==> config.mk <==
export PLATFORM = sky130hd
export DESIGN_NAME = datapath_flat
export DESIGN_NICKNAME = d
export VERILOG_FILES = /design/src/rtl/datapath_pkg.sv /design/src/rtl/datapath_if.sv /design/src/rtl/datapath_reg_file.sv /design/src/rtl/datapath.sv /design/src/flat_wrapper.sv
export SDC_FILE = /design/constraint.sdc
export NUM_CORES = 2
export LEC_CHECK = 0
export CAP_MARGIN = 25
export CORE_MARGIN = 2
export CORE_UTILIZATION = 63
export DETAILED_ROUTE_END_ITERATION = 6
export PLACE_DENSITY = 0.81
export SYNTH_ARGS = -nofsm -noshare
export SYNTH_HDL_FRONTEND = slang
export SYNTH_MEMORY_MAX_BITS = 65536
export SYNTH_SLANG_ARGS = --single-unit
==> constraint.sdc <==
create_clock -name clk -period 16 [get_ports clk]
set_input_delay 1.6 -clock clk [delete_from_list [all_inputs] [get_ports clk]]
set_output_delay 1.6 -clock clk [all_outputs]
set_load 0.01 [all_outputs]
==> src/rtl/datapath_pkg.sv <==
// rtl/datapath_pkg.sv - shared widths and ALU opcode encodings for the datapath
package datapath_pkg;

    localparam int DP_WIDTH    = 16;
    localparam int DP_D_ADDR_W = 8;
    localparam int DP_R_ADDR_W = 4;

    typedef enum logic [3:0] {
        ALU_ADD    = 4'd0,
        ALU_SUB    = 4'd1,
        ALU_AND    = 4'd2,
        ALU_OR     = 4'd3,
        ALU_XOR    = 4'd4,
        ALU_NOT    = 4'd5,
        ALU_SHL    = 4'd6,
        ALU_SHR    = 4'd7,
        ALU_PASS_A = 4'd8,
        ALU_PASS_B = 4'd9
    } alu_op_e;

endpackage

==> src/rtl/datapath_if.sv <==
// rtl/datapath_if.sv - controller-to-datapath control word and debug taps
interface datapath_if
    import datapath_pkg::*;
#(
    parameter int WIDTH    = DP_WIDTH,
    parameter int D_ADDR_W = DP_D_ADDR_W,
    parameter int R_ADDR_W = DP_R_ADDR_W
);
    logic                D_wr;
    logic                RF_s;
    logic                RF_W_en;
    logic [D_ADDR_W-1:0] D_addr;
    logic [R_ADDR_W-1:0] RF_W_addr;
    logic [R_ADDR_W-1:0] RF_A_addr;
    logic [R_ADDR_W-1:0] RF_B_addr;
    logic [3:0]          ALU_sel;

    logic [WIDTH-1:0]    ALU_A_Out;
    logic [WIDTH-1:0]    ALU_B_Out;
    logic [WIDTH-1:0]    ALU_Out;
    logic [WIDTH-1:0]    Mem_Out;
    logic                Zero_Out;

    modport master (
        output D_wr, RF_s, RF_W_en, D_addr, RF_W_addr, RF_A_addr, RF_B_addr, ALU_sel,
        input  ALU_A_Out, ALU_B_Out, ALU_Out, Mem_Out, Zero_Out
    );

    modport slave (
        input  D_wr, RF_s, RF_W_en, D_addr, RF_W_addr, RF_A_addr, RF_B_addr, ALU_sel,
        output ALU_A_Out, ALU_B_Out, ALU_Out, Mem_Out, Zero_Out
    );
endinterface

==> src/rtl/datapath_reg_file.sv <==
// rtl/datapath_reg_file.sv - register file with two combinational read ports and one write port
module datapath_reg_file
    import datapath_pkg::*;
#(
    parameter int WIDTH    = DP_WIDTH,
    parameter int R_ADDR_W = DP_R_ADDR_W
) (
    input  logic                clk,
    input  logic                reset,
    input  logic                we,
    input  logic [R_ADDR_W-1:0] waddr,
    input  logic [WIDTH-1:0]    wdata,
    input  logic [R_ADDR_W-1:0] a_addr,
    input  logic [R_ADDR_W-1:0] b_addr,
    output logic [WIDTH-1:0]    a_data,
    output logic [WIDTH-1:0]    b_data
);
    logic [WIDTH-1:0] regs [2**R_ADDR_W];

    // reset clears every register and takes priority over a pending write
    always_ff @(posedge clk) begin
        if (reset) begin
            for (int i = 0; i < 2**R_ADDR_W; i++) begin
                regs[i] <= '0;
            end
        end else if (we) begin
            regs[waddr] <= wdata;
        end
    end

    // no write bypass: a read of the register being written shows the old value
    assign a_data = regs[a_addr];
    assign b_data = regs[b_addr];
endmodule

==> src/rtl/datapath.sv <==
// rtl/datapath.sv - register file, ALU, data RAM and write-back mux of the 16-bit processor
module datapath
    import datapath_pkg::*;
#(
    parameter int WIDTH    = DP_WIDTH,
    parameter int D_ADDR_W = DP_D_ADDR_W,
    parameter int R_ADDR_W = DP_R_ADDR_W
) (
    input  logic      clk,
    input  logic      reset,
    datapath_if.slave bus
);
    logic [WIDTH-1:0] a_data;
    logic [WIDTH-1:0] b_data;
    logic [WIDTH-1:0] alu_out;
    logic [WIDTH-1:0] mem_out;
    logic [WIDTH-1:0] wb_data;
    logic             zero;
    logic [WIDTH-1:0] ram [2**D_ADDR_W];

    // load write-back uses the RAM data registered on the previous edge
    assign wb_data = bus.RF_s ? mem_out : alu_out;

    datapath_reg_file #(
        .WIDTH    (WIDTH),
        .R_ADDR_W (R_ADDR_W)
    ) u_reg_file (
        .clk    (clk),
        .reset  (reset),
        .we     (bus.RF_W_en),
        .waddr  (bus.RF_W_addr),
        .wdata  (wb_data),
        .a_addr (bus.RF_A_addr),
        .b_addr (bus.RF_B_addr),
        .a_data (a_data),
        .b_data (b_data)
    );

    // ALU: results wrap, carry and overflow are not kept
    always_comb begin
        alu_out = '0;
        case (alu_op_e'(bus.ALU_sel))
            ALU_ADD:    alu_out = a_data + b_data;
            ALU_SUB:    alu_out = a_data - b_data;
            ALU_AND:    alu_out = a_data & b_data;
            ALU_OR:     alu_out = a_data | b_data;
            ALU_XOR:    alu_out = a_data ^ b_data;
            ALU_NOT:    alu_out = ~a_data;
            ALU_SHL:    alu_out = {a_data[WIDTH-2:0], 1'b0};
            ALU_SHR:    alu_out = {1'b0, a_data[WIDTH-1:1]};
            ALU_PASS_A: alu_out = a_data;
            ALU_PASS_B: alu_out = b_data;
            default:    alu_out = '0;
        endcase
    end

    // RAM array write; contents survive reset but no write commits during it
    always_ff @(posedge clk) begin
        if (!reset && bus.D_wr) begin
            ram[bus.D_addr] <= a_data;
        end
    end

    // registered read port, returns old data on a same-address write
    always_ff @(posedge clk) begin
        if (reset) begin
            mem_out <= '0;
        end else begin
            mem_out <= ram[bus.D_addr];
        end
    end

    // zero flag tracks only ALU write-backs; loads leave it alone
    always_ff @(posedge clk) begin
        if (reset) begin
            zero <= 1'b0;
        end else if (bus.RF_W_en && !bus.RF_s) begin
            zero <= (alu_out == '0);
        end
    end

    assign bus.ALU_A_Out = a_data;
    assign bus.ALU_B_Out = b_data;
    assign bus.ALU_Out   = alu_out;
    assign bus.Mem_Out   = mem_out;
    assign bus.Zero_Out  = zero;
endmodule

==> src/flat_wrapper.sv <==
// flat-port wrapper written by rule: the top's interface ports become plain ports
module datapath_flat import datapath_pkg::*;
#(
    parameter int WIDTH    = DP_WIDTH,
    parameter int D_ADDR_W = DP_D_ADDR_W,
    parameter int R_ADDR_W = DP_R_ADDR_W
)
  (clk, reset, bus_D_wr, bus_RF_s, bus_RF_W_en, bus_D_addr, bus_RF_W_addr, bus_RF_A_addr, bus_RF_B_addr, bus_ALU_sel, bus_ALU_A_Out, bus_ALU_B_Out, bus_ALU_Out, bus_Mem_Out, bus_Zero_Out);
  datapath_if #(.WIDTH(WIDTH), .D_ADDR_W(D_ADDR_W), .R_ADDR_W(R_ADDR_W)) bus_i ();
  input  logic clk;
  input  logic reset;
  input wire logic [$bits(bus_i.D_wr)-1:0] bus_D_wr;
  input wire logic [$bits(bus_i.RF_s)-1:0] bus_RF_s;
  input wire logic [$bits(bus_i.RF_W_en)-1:0] bus_RF_W_en;
  input wire logic [$bits(bus_i.D_addr)-1:0] bus_D_addr;
  input wire logic [$bits(bus_i.RF_W_addr)-1:0] bus_RF_W_addr;
  input wire logic [$bits(bus_i.RF_A_addr)-1:0] bus_RF_A_addr;
  input wire logic [$bits(bus_i.RF_B_addr)-1:0] bus_RF_B_addr;
  input wire logic [$bits(bus_i.ALU_sel)-1:0] bus_ALU_sel;
  output wire logic [$bits(bus_i.ALU_A_Out)-1:0] bus_ALU_A_Out;
  output wire logic [$bits(bus_i.ALU_B_Out)-1:0] bus_ALU_B_Out;
  output wire logic [$bits(bus_i.ALU_Out)-1:0] bus_ALU_Out;
  output wire logic [$bits(bus_i.Mem_Out)-1:0] bus_Mem_Out;
  output wire logic [$bits(bus_i.Zero_Out)-1:0] bus_Zero_Out;
  assign bus_i.D_wr = bus_D_wr;
  assign bus_i.RF_s = bus_RF_s;
  assign bus_i.RF_W_en = bus_RF_W_en;
  assign bus_i.D_addr = bus_D_addr;
  assign bus_i.RF_W_addr = bus_RF_W_addr;
  assign bus_i.RF_A_addr = bus_RF_A_addr;
  assign bus_i.RF_B_addr = bus_RF_B_addr;
  assign bus_i.ALU_sel = bus_ALU_sel;
  assign bus_ALU_A_Out = bus_i.ALU_A_Out;
  assign bus_ALU_B_Out = bus_i.ALU_B_Out;
  assign bus_ALU_Out = bus_i.ALU_Out;
  assign bus_Mem_Out = bus_i.Mem_Out;
  assign bus_Zero_Out = bus_i.Zero_Out;
  datapath #(.WIDTH(WIDTH), .D_ADDR_W(D_ADDR_W), .R_ADDR_W(R_ADDR_W)) u_core (.clk(clk), .reset(reset), .bus(bus_i));
endmodule
==> impl_metrics.env <==
export IMPL_synth_warnings=0
export IMPL_synth_largest_area_cell="edfxtp_1"
export IMPL_core_sq_um=276000
export IMPL_ir_worst_vdd_mv=0.130
export IMPL_cts_tree="done"
export IMPL_fmax_mhz=103
export IMPL_met3WireLength_mm=82.2
export IMPL_cts_buffers=412
export IMPL_drive_gt1_share_pct=31.6
export IMPL_critPathMostFrequentCell="buf_4"
export IMPL_grt_max_degree=260
export IMPL_status="finished with violations"
export IMPL_clk_latency_ns=1.05
export IMPL_rsz0062_at_grt="no"
export IMPL_p_leak_nw=61.6
export IMPL_cp_end_kind="primary output"
export IMPL_final_antenna_net_count=0
export IMPL_timing_slew_headroom_pct=-10.5
export IMPL_fin_ws_ns=6.26
export IMPL_grt_usage_pct=40.3
export IMPL_pwr_share_seq_pct=52.1
export IMPL_maxCapViolCount=0
export IMPL_clock_sinks=4369
export IMPL_hp_class="reg -> reg"
export IMPL_drcViolationCount=11
export IMPL_die_w_um=530
export IMPL_nets=8336
export IMPL_h_tree_depth=5
export IMPL_sw_frac_of_total_pct=24.1
export IMPL_power_frac_comb_pct=8.1
export IMPL_portBuffers=93
export IMPL_grt_pass1_wl_mm=770
export IMPL_syn_inst=7757
export IMPL_yosys_top_cells_area="edfxtp_1 75%, mux4_2 18%, nor2_1 1.2%"
export IMPL_start_kind="input pin"
export IMPL_worstMarginPinSlew_ns=1.66
export IMPL_cts_path_max_buffers=4
export IMPL_cellPowerDensity_nw_per_um2=127
export IMPL_synth_seq_cells=4369
export IMPL_cp_data_required_time_ns=14.40
export IMPL_drt_met1_wl_mm=169
export IMPL_crit_buf_inv=6
export IMPL_p_clk_share_pct=39.8
export IMPL_synth_edf_count=4352
export IMPL_wl_met2_mm=264
export IMPL_postCtsHoldBufs=0
export IMPL_root_buffer="clkbuf_16"
export IMPL_hpwl_mm=292
export IMPL_cp_slowest_cell="buf_4"
export IMPL_die_h_um=530
export IMPL_gp_congestion=0.988
export IMPL_fp_row_count=193
export IMPL_area_delta_synth_final_pct=12.5
export IMPL_finClkSkew_ns=0.102
export IMPL_instances_no_fill=12300
export IMPL_grt_pass1_vias=94300
export IMPL_crit_family="buffers and inverters"
export IMPL_period_minus_slack_ns=9.74
export IMPL_place_inst=11500
export IMPL_die_area_sq_um=281000
export IMPL_async_reset_ff_share_pct=0
export IMPL_synth_cell_types=96
export IMPL_antenna_found_initial=38
export IMPL_post_cts_buffers=0
export IMPL_initial_utilization_pct=63.2
export IMPL_ys_seq_area_share_pct=75.2
export IMPL_grt_overflow=0
export IMPL_violations="design-rule violations, max-slew violations"
export IMPL_setup_viol=0
export IMPL_avgSynthCellArea_sq_um=22.5
export IMPL_power_internal_mw=18.9
export IMPL_place_ws_ns=6.38
export IMPL_worstPathArrival_ns=8.14
export IMPL_via_per_inst=7.88
export IMPL_max_stage_delay_ns=0.73
export IMPL_p_switching_mw=5.98
export IMPL_period_share_pct=60.9
export IMPL_crit_path_max_fanout=66
export IMPL_path_class="in -> out"
export IMPL_tns_ns=0
export IMPL_cts_resized=0
export IMPL_io_pins=94
export IMPL_synth_most_common_cell="edfxtp_1"
export IMPL_clkSlewWorstSetupHoldPaths_ns=0.07
export IMPL_postLayoutCoreUtil_pct=71.0
export IMPL_synthTopCellsByCount="4352 x edfxtp_1, 1425 x mux4_2, 578 x nor2_1, 231 x clkbuf_1, 123 x nand2_1"
export IMPL_wire_per_inst_um=46.0
export IMPL_first_pass_iters=7
export IMPL_synth_top_area_share_pct=75.0
export IMPL_drt_total_wl_mm=567
export IMPL_drt_iter0_markers=19600
export IMPL_hold_violations=0
export IMPL_highest_layer="met5"
export IMPL_crit_chain="buf_4, buf_4, mux4_2, mux2i_1, mux2i_4, buf_4, buf_4, inv_1, fa_1, nor2b_1, o31a_1, o21ai_0, o311ai_0, a21o_1, nand4b_1, o311ai_1, clkdlybuf4s50_1"
export IMPL_drv_slew=80
export IMPL_syn_area_sq_um=174000
export IMPL_vias=97100
export IMPL_synth_main_ff_cell="edfxtp_1"
export IMPL_syn_nets=7835
layer usage:
layer  up-vias  GRT usage (%)
met2     11100           62.0
met4        28           26.6
met3      2718           12.5
met1     49400           49.9
li1      33900              -
met5         -              0
sequential cells by signal, indices dropped and copies added, names as in the netlist:
register,cells
u_core.bus.Mem_Out,16
u_core.bus.Zero_Out,1
u_core.ram,4096
u_core.u_reg_file.regs,256
cell type report:
class                      count  area, sq um
timing repair buffer         561         5450
clock inverter               238         2440
multi-input combinational   2865        41300
antenna                       21         52.6
sequential                  4369       131000
inverter                      49          272
tap                         3705         4640
fill                       14400        79900
clock buffer                 511        10700
power groups by stage:
stage	combinational, mW	clock, mW	sequential [mW]
floorplan	1.07	0	13.3
global placement	1.78	0	13.2
detailed placement	1.86	0	13.2
CTS	1.92	9.83	12.9
global route	2.05	10.2	12.9
finish	2.01	9.89	12.9
worst register-to-register path, cell delays in order, from the launching register on:
cell and delay, ns:
edfxtp_1 0.43, mux4_2 0.32, mux2i_1 0.12, mux2i_4 0.17, buf_4 0.61, buf_4 0.89, inv_1 0.32, fa_1 0.53
nor2b_1 0.17, o31a_1 0.22, a21oi_1 0.13, a221o_1 0.35, nor3_1 0.19, o2111ai_1 0.44, nor4_1 0.88, nand4b_1 0.24
o41ai_2 0.25
worst paths after layout:
path	startpoint	to	slack [ns]	cells after the start
setup / recovery	bus_RF_A_addr[1]	bus_ALU_Out[14]	6.26	17
hold / removal	u_core.bus.Zero_Out	u_core.bus.Zero_Out	0.54	2
setup reg to reg	u_core.u_reg_file.regs[13][1]	u_core.bus.Zero_Out	9.66	16
hold reg to reg	u_core.bus.Zero_Out	u_core.bus.Zero_Out	0.54	2
cell families after synthesis:
family | share of synthesized area, %
buffers and inverters | 1.34
and+or+nand+nor | 2.45
adders and majority gates | 0.356
muxes | 19.3
DFF | 75.2
xor gates and xnor gates | 0.0948
AOI/OAI and AO/OA | 1.24
cells in the final DEF (no fill, tap or decap), types with 88 or more instances in the layout:
| cell | count |
|---|---|
| clkinv_1 | 88 |
| clkbuf_1 | 96 |
| nor2_1 | 445 |
| mux4_2 | 1425 |
| nand2_1 | 111 |
| clkbuf_16 | 413 |
| nor2_2 | 133 |
| edfxtp_1 | 4352 |
| mux2i_1 | 100 |
| buf_4 | 373 |
through the flow:
stage / total power, mW / cell area [sq um] / hold WS (ns)
final: 24.8 / 196000 / 0.538
after global routing: 25.2 / 196000 / 0.564
after CTS: 24.7 / 195000 / 0.535
after detailed placement: 15.0 / 182000 / 0.500
after global placement: 14.9 / 181000 / 0.510
after floorplan: 14.3 / 174000 / 0.521
Note: power is estimated with default switching activity, not from simulation.
